===== src/rtl/score_pkg.sv =====
// Shared FSM state type and default timing/score constants for the scoreboard controller.
// Pure declarations; no logic, no latency, no flow control.
package score_pkg;

  localparam int CLK_HZ         = 50_000_000;
  localparam int HOLD_CYCLES_1S = CLK_HZ;
  localparam int DEBOUNCE_10MS  = CLK_HZ / 100;
  localparam int MAX_SCORE_DEF  = 99;

  typedef enum logic [1:0] {
    RUN,
    CLR_HOLD,
    CLR_WAIT_REL
  } clr_state_t;

endpackage


===== src/rtl/score_ctrl_if.sv =====
// Button inputs and score/status outputs of the scoreboard controller.
// Master drives the buttons, slave (the controller) drives scores and clear status.
interface score_ctrl_if #(
  parameter int SCORE_W = 7
);

  logic               btn_a_n;
  logic               btn_b_n;
  logic               btn_clr_n;
  logic [SCORE_W-1:0] score_a;
  logic [SCORE_W-1:0] score_b;
  logic               clr_busy;
  logic               clr_done;

  modport master (
    output btn_a_n, btn_b_n, btn_clr_n,
    input  score_a, score_b, clr_busy, clr_done
  );

  modport slave (
    input  btn_a_n, btn_b_n, btn_clr_n,
    output score_a, score_b, clr_busy, clr_done
  );

endinterface


===== src/rtl/score_ctrl_btn_conditioner.sv =====
// Button synchroniser, optional debounce (SCORE_CTRL_DEBOUNCE_EN) and falling-edge press pulse.
// Pulse SYNC_STAGES clocks after the pin (+DEBOUNCE_CYCLES when debounced); no backpressure.
module btn_conditioner #(
  parameter int SYNC_STAGES     = 2,
  parameter int DEBOUNCE_CYCLES = 500_000
) (
  input  logic clk,
  input  logic rst_n,
  input  logic btn_n,
  output logic level,
  output logic press_pulse
);

  logic [SYNC_STAGES-1:0] sync_q;
  logic                   synced_n;
  logic                   filt_n;
  logic                   prev_n;

  if (SYNC_STAGES < 2) begin : g_bad_sync
    $error("btn_conditioner: SYNC_STAGES must be at least 2");
  end

  always_ff @(posedge clk or negedge rst_n) begin
    if (!rst_n) begin
      sync_q <= '1;
    end else begin
      sync_q <= {sync_q[SYNC_STAGES-2:0], btn_n};
    end
  end

  assign synced_n = sync_q[SYNC_STAGES-1];

`ifdef SCORE_CTRL_DEBOUNCE_EN
  localparam int DB_W = $clog2(DEBOUNCE_CYCLES + 1);
  localparam logic [DB_W-1:0] DB_LAST = DB_W'(DEBOUNCE_CYCLES - 1);

  logic [DB_W-1:0] db_cnt;
  logic            db_q;

  if (DEBOUNCE_CYCLES < 1) begin : g_bad_db
    $error("btn_conditioner: DEBOUNCE_CYCLES must be at least 1");
  end

  // Counter measures how long the synced level has disagreed with the filtered one.
  always_ff @(posedge clk or negedge rst_n) begin
    if (!rst_n) begin
      db_cnt <= '0;
      db_q   <= 1'b1;
    end else if (synced_n == db_q) begin
      db_cnt <= '0;
    end else if (db_cnt == DB_LAST) begin
      db_cnt <= '0;
      db_q   <= synced_n;
    end else begin
      db_cnt <= db_cnt + 1'b1;
    end
  end

  assign filt_n = db_q;
`else
  if (DEBOUNCE_CYCLES < 1) begin : g_bad_db
    $error("btn_conditioner: DEBOUNCE_CYCLES must be at least 1");
  end

  assign filt_n = synced_n;
`endif

  always_ff @(posedge clk or negedge rst_n) begin
    if (!rst_n) begin
      prev_n <= 1'b1;
    end else begin
      prev_n <= filt_n;
    end
  end

  assign level       = ~filt_n;
  assign press_pulse = prev_n & ~filt_n;

endmodule


===== src/rtl/score_ctrl.sv =====
// Scoreboard sequencer: conditions A/B/clear buttons, arbitrates increments, applies long-hold clear.
// Score updates SYNC_STAGES+1 clocks after the pin (+DEBOUNCE_CYCLES with SCORE_CTRL_DEBOUNCE_EN); no backpressure.
module score_ctrl
  import score_pkg::*;
#(
  parameter int HOLD_CYCLES     = HOLD_CYCLES_1S,
  parameter int MAX_SCORE       = MAX_SCORE_DEF,
  parameter int SCORE_W         = 7,
  parameter int SYNC_STAGES     = 2,
  parameter int DEBOUNCE_CYCLES = DEBOUNCE_10MS
) (
  input  logic       clk,
  input  logic       rst_n,
  score_ctrl_if.slave bus
);

  localparam int CNT_W = $clog2(HOLD_CYCLES);
  localparam logic [CNT_W-1:0]   CNT_LAST  = CNT_W'(HOLD_CYCLES - 1);
  localparam logic [SCORE_W-1:0] SCORE_MAX = SCORE_W'(MAX_SCORE);

  if (HOLD_CYCLES < 2) begin : g_bad_hold
    $error("score_ctrl: HOLD_CYCLES must be at least 2");
  end
  if ((2 ** SCORE_W) <= MAX_SCORE) begin : g_bad_width
    $error("score_ctrl: SCORE_W too narrow for MAX_SCORE");
  end

  logic a_level, a_press;
  logic b_level, b_press;
  logic clr_level, clr_press;
  logic unused_cond;

  clr_state_t         state, state_nx;
  logic [CNT_W-1:0]   hold_cnt, hold_cnt_nx;
  logic [SCORE_W-1:0] score_a_q, score_a_nx;
  logic [SCORE_W-1:0] score_b_q, score_b_nx;
  logic               pending_b, pending_b_nx;
  logic               clr_done_q, clr_done_nx;

  btn_conditioner #(
    .SYNC_STAGES    (SYNC_STAGES),
    .DEBOUNCE_CYCLES(DEBOUNCE_CYCLES)
  ) u_btn_a (
    .clk        (clk),
    .rst_n      (rst_n),
    .btn_n      (bus.btn_a_n),
    .level      (a_level),
    .press_pulse(a_press)
  );

  btn_conditioner #(
    .SYNC_STAGES    (SYNC_STAGES),
    .DEBOUNCE_CYCLES(DEBOUNCE_CYCLES)
  ) u_btn_b (
    .clk        (clk),
    .rst_n      (rst_n),
    .btn_n      (bus.btn_b_n),
    .level      (b_level),
    .press_pulse(b_press)
  );

  btn_conditioner #(
    .SYNC_STAGES    (SYNC_STAGES),
    .DEBOUNCE_CYCLES(DEBOUNCE_CYCLES)
  ) u_btn_clr (
    .clk        (clk),
    .rst_n      (rst_n),
    .btn_n      (bus.btn_clr_n),
    .level      (clr_level),
    .press_pulse(clr_press)
  );

  // Increments are edge-driven and the clear is level-driven; the other outputs are not needed.
  assign unused_cond = ^{a_level, b_level, clr_press};

  function automatic logic [SCORE_W-1:0] sat_inc(input logic [SCORE_W-1:0] s);
    return (s < SCORE_MAX) ? s + 1'b1 : SCORE_MAX;
  endfunction

  always_ff @(posedge clk or negedge rst_n) begin
    if (!rst_n) begin
      state      <= RUN;
      hold_cnt   <= '0;
      score_a_q  <= '0;
      score_b_q  <= '0;
      pending_b  <= 1'b0;
      clr_done_q <= 1'b0;
    end else begin
      state      <= state_nx;
      hold_cnt   <= hold_cnt_nx;
      score_a_q  <= score_a_nx;
      score_b_q  <= score_b_nx;
      pending_b  <= pending_b_nx;
      clr_done_q <= clr_done_nx;
    end
  end

  always_comb begin
    state_nx     = state;
    hold_cnt_nx  = hold_cnt;
    score_a_nx   = score_a_q;
    score_b_nx   = score_b_q;
    pending_b_nx = pending_b;
    clr_done_nx  = 1'b0;

    unique case (state)
      RUN: begin
        if (a_press) begin
          score_a_nx = sat_inc(score_a_q);
        end
        // A wins a tie; B is deferred one cycle through pending_b, and a B press
        // landing on a pending cycle is re-latched so neither is lost.
        if (pending_b || (b_press && !a_press)) begin
          score_b_nx = sat_inc(score_b_q);
        end
        pending_b_nx = b_press && (a_press || pending_b);
        if (clr_level) begin
          state_nx    = CLR_HOLD;
          hold_cnt_nx = '0;
        end
      end

      CLR_HOLD: begin
        if (!clr_level) begin
          state_nx    = RUN;
          hold_cnt_nx = '0;
        end else if (hold_cnt == CNT_LAST) begin
          state_nx     = CLR_WAIT_REL;
          hold_cnt_nx  = '0;
          score_a_nx   = '0;
          score_b_nx   = '0;
          pending_b_nx = 1'b0;
          clr_done_nx  = 1'b1;
        end else begin
          hold_cnt_nx = hold_cnt + 1'b1;
        end
      end

      CLR_WAIT_REL: begin
        if (!clr_level) begin
          state_nx = RUN;
        end
      end

      default: begin
        state_nx    = RUN;
        hold_cnt_nx = '0;
      end
    endcase
  end

  assign bus.score_a  = score_a_q;
  assign bus.score_b  = score_b_q;
  assign bus.clr_busy = (state == CLR_HOLD);
  assign bus.clr_done = clr_done_q;

endmodule

===== src/flat_wrapper.sv =====
// flat-port wrapper written by rule: the top's interface ports become plain ports
module score_ctrl_flat import score_pkg::*;
#(
  parameter int HOLD_CYCLES     = HOLD_CYCLES_1S,
  parameter int MAX_SCORE       = MAX_SCORE_DEF,
  parameter int SCORE_W         = 7,
  parameter int SYNC_STAGES     = 2,
  parameter int DEBOUNCE_CYCLES = DEBOUNCE_10MS
)
  (clk, rst_n, bus_btn_a_n, bus_btn_b_n, bus_btn_clr_n, bus_score_a, bus_score_b, bus_clr_busy, bus_clr_done);
  score_ctrl_if #(.SCORE_W(SCORE_W)) bus_i ();
  input  logic clk;
  input  logic rst_n;
  input wire logic [$bits(bus_i.btn_a_n)-1:0] bus_btn_a_n;
  input wire logic [$bits(bus_i.btn_b_n)-1:0] bus_btn_b_n;
  input wire logic [$bits(bus_i.btn_clr_n)-1:0] bus_btn_clr_n;
  output wire logic [$bits(bus_i.score_a)-1:0] bus_score_a;
  output wire logic [$bits(bus_i.score_b)-1:0] bus_score_b;
  output wire logic [$bits(bus_i.clr_busy)-1:0] bus_clr_busy;
  output wire logic [$bits(bus_i.clr_done)-1:0] bus_clr_done;
  assign bus_i.btn_a_n = bus_btn_a_n;
  assign bus_i.btn_b_n = bus_btn_b_n;
  assign bus_i.btn_clr_n = bus_btn_clr_n;
  assign bus_score_a = bus_i.score_a;
  assign bus_score_b = bus_i.score_b;
  assign bus_clr_busy = bus_i.clr_busy;
  assign bus_clr_done = bus_i.clr_done;
  score_ctrl #(.HOLD_CYCLES(HOLD_CYCLES), .MAX_SCORE(MAX_SCORE), .SCORE_W(SCORE_W), .SYNC_STAGES(SYNC_STAGES), .DEBOUNCE_CYCLES(DEBOUNCE_CYCLES)) u_core (.clk(clk), .rst_n(rst_n), .bus(bus_i));
endmodule

===== config.mk =====
export PLATFORM = sky130hd
export DESIGN_NAME = score_ctrl_flat
export DESIGN_NICKNAME = d
export VERILOG_FILES = /design/src/rtl/score_pkg.sv /design/src/rtl/score_ctrl_if.sv /design/src/rtl/score_ctrl_btn_conditioner.sv /design/src/rtl/score_ctrl.sv /design/src/flat_wrapper.sv
export SDC_FILE = /design/constraint.sdc
export NUM_CORES = 1
export LEC_CHECK = 0
export ABC_CLOCK_PERIOD_IN_PS = 3400
export BUFFER_PORTS_ARGS = -buffer_cell sky130_fd_sc_hd__buf_2
export CORE_MARGIN = 3
export CORE_UTILIZATION = 32
export CTS_CLUSTER_DIAMETER = 120
export DETAILED_ROUTE_END_ITERATION = 16
export PLACE_DENSITY = 0.55
export SETUP_SLACK_MARGIN = 0.02
export SYNTH_ARGS = -nofsm -noshare
export SYNTH_HDL_FRONTEND = slang
export SYNTH_HIERARCHICAL = 1
export SYNTH_SLANG_ARGS = --single-unit

===== constraint.sdc =====
create_clock -name clk -period 3.4 [get_ports clk]
set_input_delay 1.02 -clock clk [delete_from_list [all_inputs] [get_ports clk]]
set_output_delay 1.02 -clock clk [all_outputs]
set_load 0.005 [all_outputs]

Word level (Yosys, flattened, before mapping)

Cells that the tools add are included.

Bits in registers: 52
Bits of input ports: 5
Output and inout bits: 16
Logic and storage cells: 66

Add/subtract/negate cells: 3
Order comparisons: 2
Equality and inequality tests: 10
Mux-type cells: 23
Bitwise logic cells: 5
Reductions and logical operators: 12

Operators by type and width:

| operator              | count |
|---|---|
| $mux 26               | 3 |
| $pmux 26 s3           | 1 |
| $mux 7                | 6 |
| $pmux 7 s2            | 2 |
| $add 26x1->26 const B | 1 |
| $eq 26x26->1 const B  | 1 |
| $add 7x1->7 const B   | 2 |
| $lt 7x7->1 const B    | 2 |
| $mux 2                | 4 |
| $reduce_and 4->1      | 2 |
| $ne 2x1->1 const B    | 3 |
| $ne 2x2->1 const B    | 3 |
| $pmux 2 s3            | 1 |
| $reduce_and 3->1      | 2 |
| $mux 1                | 5 |
| $ne 3x1->1 const B    | 1 |
| $not 1->1             | 3 |
| $and 1x1->1           | 2 |
| $eq 2x1->1 const B    | 1 |
| $eq 2x2->1 const B    | 1 |
| $logic_and 1x1->1     | 2 |
| $logic_not 2->1       | 1 |
| $logic_or 1x1->1      | 2 |
| $pmux 1 s2            | 1 |
| 3 further kinds       | 3 |

Depth between registers and ports, before layout

Gate-level depths: netlist (run 1).

Depth in word-level cells: 7
Depth in mapped cells: 7
Depth with buffers taken out: 6

By module

The synthesis (run 1) kept the hierarchy.

Modules (own cells, without submodules):

| module          | instances | cells an instance | area an instance (um^2) | seq. area each (um^2) |
|---|---|---|---|---|
| score_ctrl      | 1         | 256               | 2,437.3                 | 1,101.1 |
| btn_conditioner | 3         | 5                 | 88.8                    | 78.8 |

Least setup slack after synthesis (run 1)

Ideal clock, no wire load.

Path kind: register to register
From: register u_core.u_btn_a.prev_n
To: register u_core.score_a_q[5] (netlist: u_core/bus.score_a[5])
Data arrival time: 1.787 ns
Required time: 3.275 ns
Setup slack: 1.488 ns
Cell stages (with the launch flop): 7
Period minus slack after synthesis: 1.912 ns
Cells stage by stage: dfstp_2 nor2b_1 nor3b_1 nand3_1 or4b_1 o21ai_0 nor2_1

Word-level cells in the longest chain between the ends: 3

Ends and longest elaborated chain:

| item                              | line                             | text |
|---|---|---|
| start: declaration                | score_ctrl_btn_conditioner.sv:17 | `logic prev_n;` |
| start signal: assignment          | score_ctrl_btn_conditioner.sv:72 | `prev_n <= filt_n;` |
| $and 1x1->1                       | score_ctrl_btn_conditioner.sv:77 | `assign press_pulse = prev_n & ~filt_n;` |
| named net u_core.a_press          | score_ctrl.sv:28                 | `logic a_level, a_press;` |
| $ne 2x1->1 (no source line)       | --                               |  |
| $reduce_and 4->1 (no source line) | --                               |  |
| end signal: assignment            | score_ctrl.sv:91                 | `score_a_q <= score_a_nx;` |
| end: declaration                  | score_ctrl.sv:35                 | `logic [SCORE_W-1:0] score_a_q, score_a_nx;` |

The timed path passes the listed nets, and every way through them passes these cells.
A chain may end at the register's enable or synchronous reset.

Worst setup path in the final report (run 1)

From: register u_core.state[0]
To: output bus_clr_busy

Word-level cells in the longest chain between the ends: 1

Ends and longest elaborated chain:

| item                     | line               | text |
|---|---|---|
| start: declaration       | score_ctrl.sv:33   | `clr_state_t state, state_nx;` |
| start signal: assignment | score_ctrl.sv:89   | `state <= state_nx;` |
| $eq 2x1->1               | score_ctrl.sv:154  | `assign bus.clr_busy = (state == CLR_HOLD);` |
| end: declaration         | flat_wrapper.sv:19 | `output wire logic [$bits(bus_i.clr_busy)-1:0] bus_clr_busy;` |

Every way passes these cells.

==> results of run 1 <==
## where the power goes
part	switching [W]	internal, W	total, W	leakage, nW
combinational	0.000106	0.0000982	0.000204	0.533
clock	0.000201	0.000260	0.000461	0.0645
sequential	0.0000703	0.000672	0.000742	0.669
## cell type report
type / instances / area (sq um) / share of cell area
Tap cell: 102 / 127.6 / 0.04231
Clock inverter: 1 / 30.03 / 0.009954
Sequential cell: 52 / 1311 / 0.4347
Timing Repair Buffer: 23 / 122.6 / 0.04065
Inverter: 11 / 41.29 / 0.01369
Multi-Input combinational cell: 200 / 1287 / 0.4268
Clock buffer: 7 / 96.34 / 0.03194
## per-layer routing
metal  share of wire  up-vias  GRT usage  wire, um
met5               0        -          0         0
met4           0.014        0    0.03834        78
met3           0.039        9    0.02584       216
met2            0.46       38     0.1948      2584
met1            0.48     1015     0.1622      2701
li1                -     1014          -         -
## state kept, by name, indices dropped and copies added (netlist names)
| signal | count |
|---|---|
| u_core/hold_cnt | 26 |
| u_core/bus.score_a | 7 |
| u_core/bus.score_b | 7 |
| u_core/state | 2 |
| u_core/u_btn_a/sync_q | 2 |
| u_core/u_btn_b/sync_q | 2 |
| u_core/u_btn_clr/sync_q | 2 |
| u_core/bus.clr_done | 1 |
| u_core/pending_b | 1 |
| u_core/u_btn_a/prev_n | 1 |
| u_core/u_btn_b/prev_n | 1 |
## metrics by stage
step,utilization,std cells,cell area [sq um],worst slack [ns]
final,0.3825,396,3017,0.9249
after global routing,0.3825,396,3017,0.8011
after CTS,0.3825,396,3017,0.9094
after detailed placement,0.3664,388,2890,1.225
after global placement,0.3664,388,2890,1.252
after floorplan,-,267,2664,1.488
## path summary, 6_finish.rpt
check                                         start                       end  slack (ns)  depth (start not counted)
max                                 u_core/state[0]              bus_clr_busy        0.92                          2
min                        u_core/u_btn_a/sync_q[0]  u_core/u_btn_a/sync_q[1]        0.36                          0
max reg2reg                   u_core/u_btn_a/prev_n     u_core/bus.score_a[5]        1.18                          6
min reg2reg                u_core/u_btn_a/sync_q[0]  u_core/u_btn_a/sync_q[1]        0.36                          0
max in group asynchronous                     rst_n        u_core/hold_cnt[2]        2.00                          2
min in group asynchronous                     rst_n     u_core/bus.score_b[0]        0.75                          1
## placed cells by master, fill, tap and decap left out, drive strengths merged, types with 2 or more instances in the layout
| cell | instances |
|---|---|
| a31oi | 2 |
| a22o | 4 |
| and3 | 5 |
| o2bb2ai | 4 |
| dfstp | 8 |
| nor3 | 10 |
| dfrtp | 44 |
| o22ai | 2 |
| nor2 | 28 |
| a21o | 5 |
| nand4 | 10 |
| nor2b | 5 |
| buf | 23 |
| nand2b | 4 |
| o21ai | 16 |
| inv | 11 |
| or3 | 2 |
| nor3b | 3 |
| o21bai | 3 |
| xor2 | 13 |
| ha | 3 |
| and2 | 3 |
| nand2 | 19 |
| a21oi | 12 |
| or4 | 2 |
| clkbuf | 7 |
| xnor2 | 3 |
| nand4bb | 2 |
| a2111oi | 2 |
| nor4 | 3 |
| nand3 | 22 |
==> results.sh, run 1 <==
export IMPL_peakVddDrop_v=0.0001490
export IMPL_cts_buffers=5
export IMPL_area_growth_pct=13.25
export IMPL_total_power_w=0.001407
export IMPL_tritoncts="built"
export IMPL_worstPathCellList="nor2b_1, buf_2"
export IMPL_grt_overflow_total=0
export IMPL_io_buffers=20
export IMPL_netlist_area_sq_um=2664
export IMPL_slew_headroom=0.4653
export IMPL_drtPass1Iterations=4
export IMPL_holdBufCountCts=0
export IMPL_die_h_um=97.24
export IMPL_post_drt_wl_per_cell_um=14.09
export IMPL_slew_viol_final=0
export IMPL_end_kind="output port"
export IMPL_fillers=800
export IMPL_drive_gt1_frac=0.2007
export IMPL_finalWirelength_um=5580
export IMPL_final_nets=301
export IMPL_critical_path_top_delay_family="flip-flops"
export IMPL_worst_path_buf_inv=1
export IMPL_clk_latency_ns=0.31
export IMPL_postCtsResizedCells=0
export IMPL_antenna_found_initial=0
export IMPL_hold_viol=0
export IMPL_powerDensity_nw_per_um2=466.4
export IMPL_die_area_sq_um=9456
export IMPL_p_leak_nw=1.266
export IMPL_worstSetupPathType="register to output port"
export IMPL_core_sq_um=7888
export IMPL_detail_route_antenna_nets=0
export IMPL_avgSynthCellArea_sq_um=9.977
export IMPL_finalSetupViolations=0
export IMPL_fp_dieW_um=97.24
export IMPL_synth_fp_nets=275
export IMPL_yosys_warnings=6
export IMPL_holdWs_ns=0.3599
export IMPL_place_detailed_hpwl_um=3931
export IMPL_crit_required_ns=2.38
export IMPL_postSynthCellCount=267
export IMPL_remaining_drc_errors=0
export IMPL_status="complete, no violations"
export IMPL_h_tree_depth=2
export IMPL_drv_cap=0
export IMPL_skew_ns=0.008113
export IMPL_vias=2076
export IMPL_gr_usage_all_layers=0.1207
export IMPL_first_iter_violations=79
export IMPL_min_period_ns=2.475
export IMPL_cts_sinks=52
export IMPL_ctsRootBufferMaster="clkbuf_8"
export IMPL_clockBufferDepth=2
export IMPL_fin_tns_setup_ns=0
export IMPL_worst_path_max_delay_cell="dfrtp_1"
export IMPL_place_congestion=0.8291
export IMPL_clk_pin_slew_ns=0.09
export IMPL_initial_utilization=0.3377
export IMPL_slowest_delay_ns=0.49
export IMPL_hp_class="register to register"
export IMPL_row_count=32
export IMPL_crit_fanout=9
export IMPL_postCtsSetupBuffers=0
export IMPL_start_kind="register"
export IMPL_ioPinCount=21
export IMPL_grt_pass1_vias=2018
export IMPL_grt_max_degree=32
export IMPL_vias_per_cell=5.242
export IMPL_rsz0062_at_grt="no"
export IMPL_grt_pass1_wl_um=9653
export IMPL_cp_data_arrival_time_ns=1.46
export IMPL_worst_pin_slew_ns=0.7920
export IMPL_post_route_period_util=0.7280
export IMPL_antenna_cells=0
export IMPL_max_freq_mhz=404.0
Note: power is estimated with default switching activity, not from simulation.
==> run 2: changes to the inputs <==
--- a/config.mk
+++ b/config.mk
@@ -5,13 +5,13 @@
 export SDC_FILE = /design/constraint.sdc
 export NUM_CORES = 1
 export LEC_CHECK = 0
-export ABC_CLOCK_PERIOD_IN_PS = 3400
+export ABC_CLOCK_PERIOD_IN_PS = 2000
 export BUFFER_PORTS_ARGS = -buffer_cell sky130_fd_sc_hd__buf_2
 export CORE_MARGIN = 3
 export CORE_UTILIZATION = 32
 export CTS_CLUSTER_DIAMETER = 120
 export DETAILED_ROUTE_END_ITERATION = 16
-export PLACE_DENSITY = 0.55
+export PLACE_DENSITY = 0.57
 export SETUP_SLACK_MARGIN = 0.02
 export SYNTH_ARGS = -nofsm -noshare
 export SYNTH_HDL_FRONTEND = slang
==> constraint.sdc (replaced) <==
create_clock -name clk -period 2 [get_ports clk]
set_input_delay 0.6 -clock clk [delete_from_list [all_inputs] [get_ports clk]]
set_output_delay 0.6 -clock clk [all_outputs]
set_load 0.005 [all_outputs]
==> results.sh, run 2 (same netlist as run 1, synthesis figures left out) <==
export IMPL_drv_cap=0
export IMPL_finalWirelength_um=5743
export IMPL_crit_start="u_core/hold_cnt[11]"
export IMPL_final_common_cell="dfrtp_1"
export IMPL_fillers=786
export IMPL_regMostFlops="u_core/hold_cnt"
export IMPL_h_tree_depth=2
export IMPL_skew_ns=0.01175
export IMPL_p_sw_frac=0.2927
export IMPL_worstSetupPathType="register to register"
export IMPL_worst_path_buf_inv=0
export IMPL_fp_dieW_um=97.24
export IMPL_vias=2107
export IMPL_antenna_found_initial=0
export IMPL_ioPinCount=21
export IMPL_first_iter_violations=113
export IMPL_r2r_end="u_core/bus.score_b[0]"
export IMPL_pwr_share_seq=0.565
export IMPL_place_detailed_hpwl_um=4178
export IMPL_rr_worst_depth=5
export IMPL_crit_end="u_core/bus.score_b[0]"
export IMPL_start_kind="register"
export IMPL_pwr_share_clk=0.266
export IMPL_holdWs_ns=0.1674
export IMPL_area_growth_pct=20.39
export IMPL_drive_gt1_frac=0.2722
export IMPL_end_kind="register"
export IMPL_finalSetupViolations=0
export IMPL_crit_cells=5
export IMPL_detail_route_antenna_nets=0
export IMPL_rsz0062_at_grt="yes"
export IMPL_cts_buffers=5
export IMPL_total_power_w=0.002236
export IMPL_largest_reg_flops=26
export IMPL_slew_headroom=0.6991
export IMPL_multi_input_area_sq_um=1334
export IMPL_clk_pin_slew_ns=0.10
export IMPL_powerDensity_nw_per_um2=697.3
export IMPL_ctsRootBufferMaster="clkbuf_8"
export IMPL_core_sq_um=7888
export IMPL_post_route_period_util=0.9545
export IMPL_switchingPower_w=0.0006545
export IMPL_holdBufCountCts=0
export IMPL_worstPathCellList="or4_4, or3_4, o21ai_4, and2b_2, o21ai_0"
export IMPL_critical_path_top_delay_family="simple AND/OR/NAND/NOR gates"
export IMPL_clk_latency_ns=0.31
export IMPL_crit_required_ns=2.19
export IMPL_p_int_w=0.001582
export IMPL_io_buffers=20
export IMPL_drtPass1Iterations=4
export IMPL_grt_pass1_wl_um=10100
export IMPL_ff_latch_area_sq_um=1315
export IMPL_power_frac_comb=0.169
export IMPL_post_drt_wl_per_cell_um=13.74
export IMPL_p_leak_nw=1.374
export IMPL_tritoncts="built"
export IMPL_die_area_sq_um=9456
export IMPL_design_area_sq_um=3207
export IMPL_max_freq_mhz=523.8
export IMPL_final_nets=323
export IMPL_place_congestion=0.8159
export IMPL_hold_viol=0
export IMPL_most_common_layout_cells="dfrtp_1, nor2_1, buf_4"
export IMPL_grt_max_degree=17
export IMPL_initial_utilization=0.3377
export IMPL_vias_per_cell=5.041
export IMPL_row_count=32
export IMPL_clockBufferDepth=2
export IMPL_r2r_slack_ns=0.09
export IMPL_die_h_um=97.24
export IMPL_cts_sinks=52
export IMPL_worst_pin_slew_ns=0.4513
export IMPL_worst_path_max_delay_cell="or4_4"
export IMPL_status="complete, no violations"
export IMPL_antenna_cells=0
export IMPL_fin_tns_setup_ns=0
export IMPL_peakVddDrop_v=0.0002110
export IMPL_remaining_drc_errors=0
export IMPL_dpl_cell_area_sq_um=3045
export IMPL_reg2reg_from="u_core/hold_cnt[11]"
export IMPL_hp_class="primary input to async pin"
export IMPL_slew_viol_final=0
export IMPL_crit_fanout=6
export IMPL_min_period_ns=1.909
export IMPL_cp_data_arrival_time_ns=2.10
export IMPL_grt_pass1_vias=2098
export IMPL_gr_usage_all_layers=0.1280
export IMPL_slowest_delay_ns=0.54
export IMPL_grt_overflow_total=0
==> run 2: power groups by stage <==
stage / Sequential [W] / Combinational [W] / Clock, W
after floorplan: 0.00126 / 0.000208 / 0
after global placement: 0.00128 / 0.000373 / 0
after detailed placement: 0.00129 / 0.000375 / 0
after CTS: 0.00127 / 0.000375 / 0.000634
after global routing: 0.00128 / 0.000438 / 0.000683
final: 0.00126 / 0.000377 / 0.000595
==> run 2: worst min path at each step <==
stage | startpoint | end | slack [ns] | cells past startpoint
after floorplan | rst_n | u_core/bus.clr_done | 0.30 | 0
after global placement | u_core/u_btn_b/sync_q[0] | u_core/u_btn_b/sync_q[1] | 0.35 | 0
after detailed placement | u_core/u_btn_a/sync_q[0] | u_core/u_btn_a/sync_q[1] | 0.35 | 0
after CTS | rst_n | u_core/bus.score_b[4] | 0.17 | 1
after global routing | rst_n | u_core/bus.score_b[3] | 0.17 | 1
final | rst_n | u_core/bus.score_b[3] | 0.17 | 1
==> run 2: final cells by class <==
class	instances	area share
clock buffer	6	0.02263
clock inverter	2	0.005072
inverter	11	0.01288
multi-input combinational	200	0.4159
sequential	52	0.4101
tap	102	0.03980
timing repair buffer	45	0.09364
==> run 2: stage by stage <==
| step | cells | utilization | setup WS (ns) |
|---|---|---|---|
| finish | 418 | 0.4066 | 0.09104 |
| detailed placement | 407 | 0.3861 | 0.03190 |
| global route | 418 | 0.4066 | 0.009228 |
| floorplan | 267 | - | 0.08819 |
| global placement | 407 | 0.3861 | 0.06391 |
| CTS | 415 | 0.3974 | 0.03436 |
==> run 2: worst reg2reg max path: stages (launching register included) <==
cell and delay [ns]:
dfrtp_1 0.39, or4_4 0.54, or3_4 0.38, o21ai_4 0.18, and2b_2 0.23, o21ai_0 0.09
==> run 2: routing by layer <==
| layer | vias up | track usage | routed length [um] |
|---|---|---|---|
| met5 | - | 0 | 0 |
| met4 | 0 | 0.04047 | 72 |
| met3 | 7 | 0.02584 | 207 |
| met2 | 38 | 0.2022 | 2636 |
| met1 | 1003 | 0.1769 | 2827 |
| li1 | 1059 | - | - |
==> run 2: what timing repair did <==
action                     in CTS  in global routing
setup endpoints to repair       0                 33
buffers inserted                0                  3
gates resized for setup         0                 11
==> run 3: changes to the inputs <==
--- a/config.mk
+++ b/config.mk
@@ -11,6 +11,7 @@
 export CORE_UTILIZATION = 32
 export CTS_CLUSTER_DIAMETER = 120
 export DETAILED_ROUTE_END_ITERATION = 16
+export GPL_TIMING_DRIVEN = 0
 export PLACE_DENSITY = 0.57
 export SETUP_SLACK_MARGIN = 0.02
 export SYNTH_ARGS = -nofsm -noshare
==> constraint.sdc (replaced) <==
create_clock -name clk -period 2 [get_ports clk]
set_input_delay 0.1 -clock clk [delete_from_list [all_inputs] [get_ports clk]]
set_output_delay 0.1 -clock clk [all_outputs]
set_load 0.005 [all_outputs]
==> results.sh, run 3 (same netlist as run 1, synthesis figures left out) <==
export IMPL_fillers=791
export IMPL_first_iter_violations=67
export IMPL_post_route_period_util=0.9835
export IMPL_vias_per_cell=5.155
export IMPL_post_drt_wl_per_cell_um=13.73
export IMPL_ff_latch_area_sq_um=1311
export IMPL_most_common_layout_cells="dfrtp_1, nor2_1, buf_2"
export IMPL_rr_worst_depth=6
export IMPL_pwr_share_seq=0.557
export IMPL_row_count=32
export IMPL_placed_cells=389
export IMPL_grt_overflow_total=0
export IMPL_fin_tns_setup_ns=0
export IMPL_clk_latency_ns=0.31
export IMPL_drv_cap=0
export IMPL_final_common_cell="dfrtp_1"
export IMPL_power_frac_comb=0.172
export IMPL_cts_buffers=5
export IMPL_drtPass1Iterations=4
export IMPL_p_leak_nw=1.364
export IMPL_grt_pass1_vias=2109
export IMPL_clk_pin_slew_ns=0.10
export IMPL_place_congestion=0.7595
export IMPL_die_h_um=97.24
export IMPL_finalWirelength_um=5658
export IMPL_remaining_drc_errors=0
export IMPL_worst_pin_slew_ns=1.164
export IMPL_finalNonFillerCells=412
export IMPL_area_growth_pct=20.81
export IMPL_status="complete, no violations"
export IMPL_vias=2124
export IMPL_io_buffers=20
export IMPL_switchingPower_w=0.0006703
export IMPL_p_sw_frac=0.2972
export IMPL_cts_sinks=52
export IMPL_hp_class="primary input to async pin"
export IMPL_max_freq_mhz=508.4
export IMPL_end_kind="register"
export IMPL_design_area_sq_um=3218
export IMPL_hold_viol=0
export IMPL_crit_fanout=6
export IMPL_final_nets=317
export IMPL_largest_reg_flops=26
export IMPL_detail_route_antenna_nets=0
export IMPL_grt_pass1_wl_um=9687
export IMPL_initial_utilization=0.3377
export IMPL_holdWs_ns=0.01548
export IMPL_slew_viol_final=0
export IMPL_ctsRootBufferMaster="clkbuf_8"
export IMPL_h_tree_depth=2
export IMPL_pwr_share_clk=0.271
export IMPL_fp_dieW_um=97.24
export IMPL_start_kind="register"
export IMPL_worstSetupPathType="register to register"
export IMPL_peakVddDrop_v=0.0002518
export IMPL_post_route_util=0.4080
export IMPL_powerDensity_nw_per_um2=700.9
export IMPL_ioPinCount=21
export IMPL_skew_ns=0.01418
export IMPL_crit_required_ns=2.20
export IMPL_core_sq_um=7888
export IMPL_clockBufferDepth=2
export IMPL_dpl_cell_area_sq_um=2892
export IMPL_drive_gt1_frac=0.2645
export IMPL_p_int_w=0.001585
export IMPL_antenna_found_initial=0
export IMPL_regMostFlops="u_core/hold_cnt"
export IMPL_finalSetupViolations=0
export IMPL_tritoncts="built"
export IMPL_rsz0062_at_grt="yes"
export IMPL_grt_max_degree=53
export IMPL_die_area_sq_um=9456
export IMPL_multi_input_area_sq_um=1399
export IMPL_min_period_ns=1.967
export IMPL_antenna_cells=0
export IMPL_place_detailed_hpwl_um=3870
export IMPL_cp_data_arrival_time_ns=2.17
export IMPL_gr_usage_all_layers=0.1225
export IMPL_slew_headroom=0.2241
[run 3: cell types whose count changed in the layout (fill, tap and decap cells not counted), sizes merged]
cell         previous run  this run
inv                    11        12
buf                    45        35
dlygate4sd3             0         3
[run 3: worst max-delay path: stages (launching register included)]
cell,delay (ns)
dfrtp_1,0.43
ha_4,0.18
nand3_4,0.12
or4_4,0.60
o21ai_4,0.19
and2b_2,0.24
o21ai_1,0.09
[run 3: final timing paths]
kind                                          start                        to  slack (ns)
min in group clk           u_core/u_btn_a/sync_q[0]  u_core/u_btn_a/sync_q[1]        0.36
setup / recovery                 u_core/hold_cnt[1]     u_core/bus.score_b[1]        0.03
setup reg to reg                 u_core/hold_cnt[1]     u_core/bus.score_b[1]        0.03
hold / removal                                rst_n     u_core/bus.score_b[4]        0.02
max in group asynchronous                     rst_n       u_core/hold_cnt[17]        1.28
hold reg to reg            u_core/u_btn_a/sync_q[0]  u_core/u_btn_a/sync_q[1]        0.36
[run 3: area by class of cell]
type | count | area share
clock inverter | 3 | 0.006610
sequential | 52 | 0.4075
clock buffer | 5 | 0.02138
tap | 102 | 0.03966
timing repair buffer | 35 | 0.06843
multi-input combinational | 200 | 0.4347
buffer | 4 | 0.008942
inverter | 11 | 0.01283
[run 3: through the flow]
stage	worst slack, ns	power (W)
after floorplan	0.08819	0.001472
after global placement	-0.1978	0.001623
after detailed placement	-0.2322	0.001631
after CTS	0.02946	0.002266
after global routing	-0.03380	0.002414
final	0.03306	0.002256
[run 3: what timing repair did]
| item | CTS | global route |
|---|---|---|
| endpoints found under the hold margin | 3 | 0 |
| pin swaps | 2 | 12 |
| setup endpoints to repair | 29 | 27 |
| gates resized for setup | 11 | 18 |
| hold buffers | 3 | 0 |
| buffers inserted | 3 | 9 |
[run 3: routing by layer]
metal,global-route usage,share of wire,up-vias
met2,0.1996,0.50,19
met4,0.03408,0.0085,0
met3,0.03877,0.038,6
met5,0,0,-
met1,0.1573,0.45,1047
li1,-,-,1052
[run 3: power by group through the flow]
stage	Sequential, W	Combinational, W	Clock [W]
global route	0.00128	0.000438	0.000699
global placement	0.00127	0.000348	0
detailed placement	0.00128	0.000354	0
floorplan	0.00126	0.000208	0
CTS	0.00126	0.000365	0.000643
finish	0.00126	0.000388	0.000611
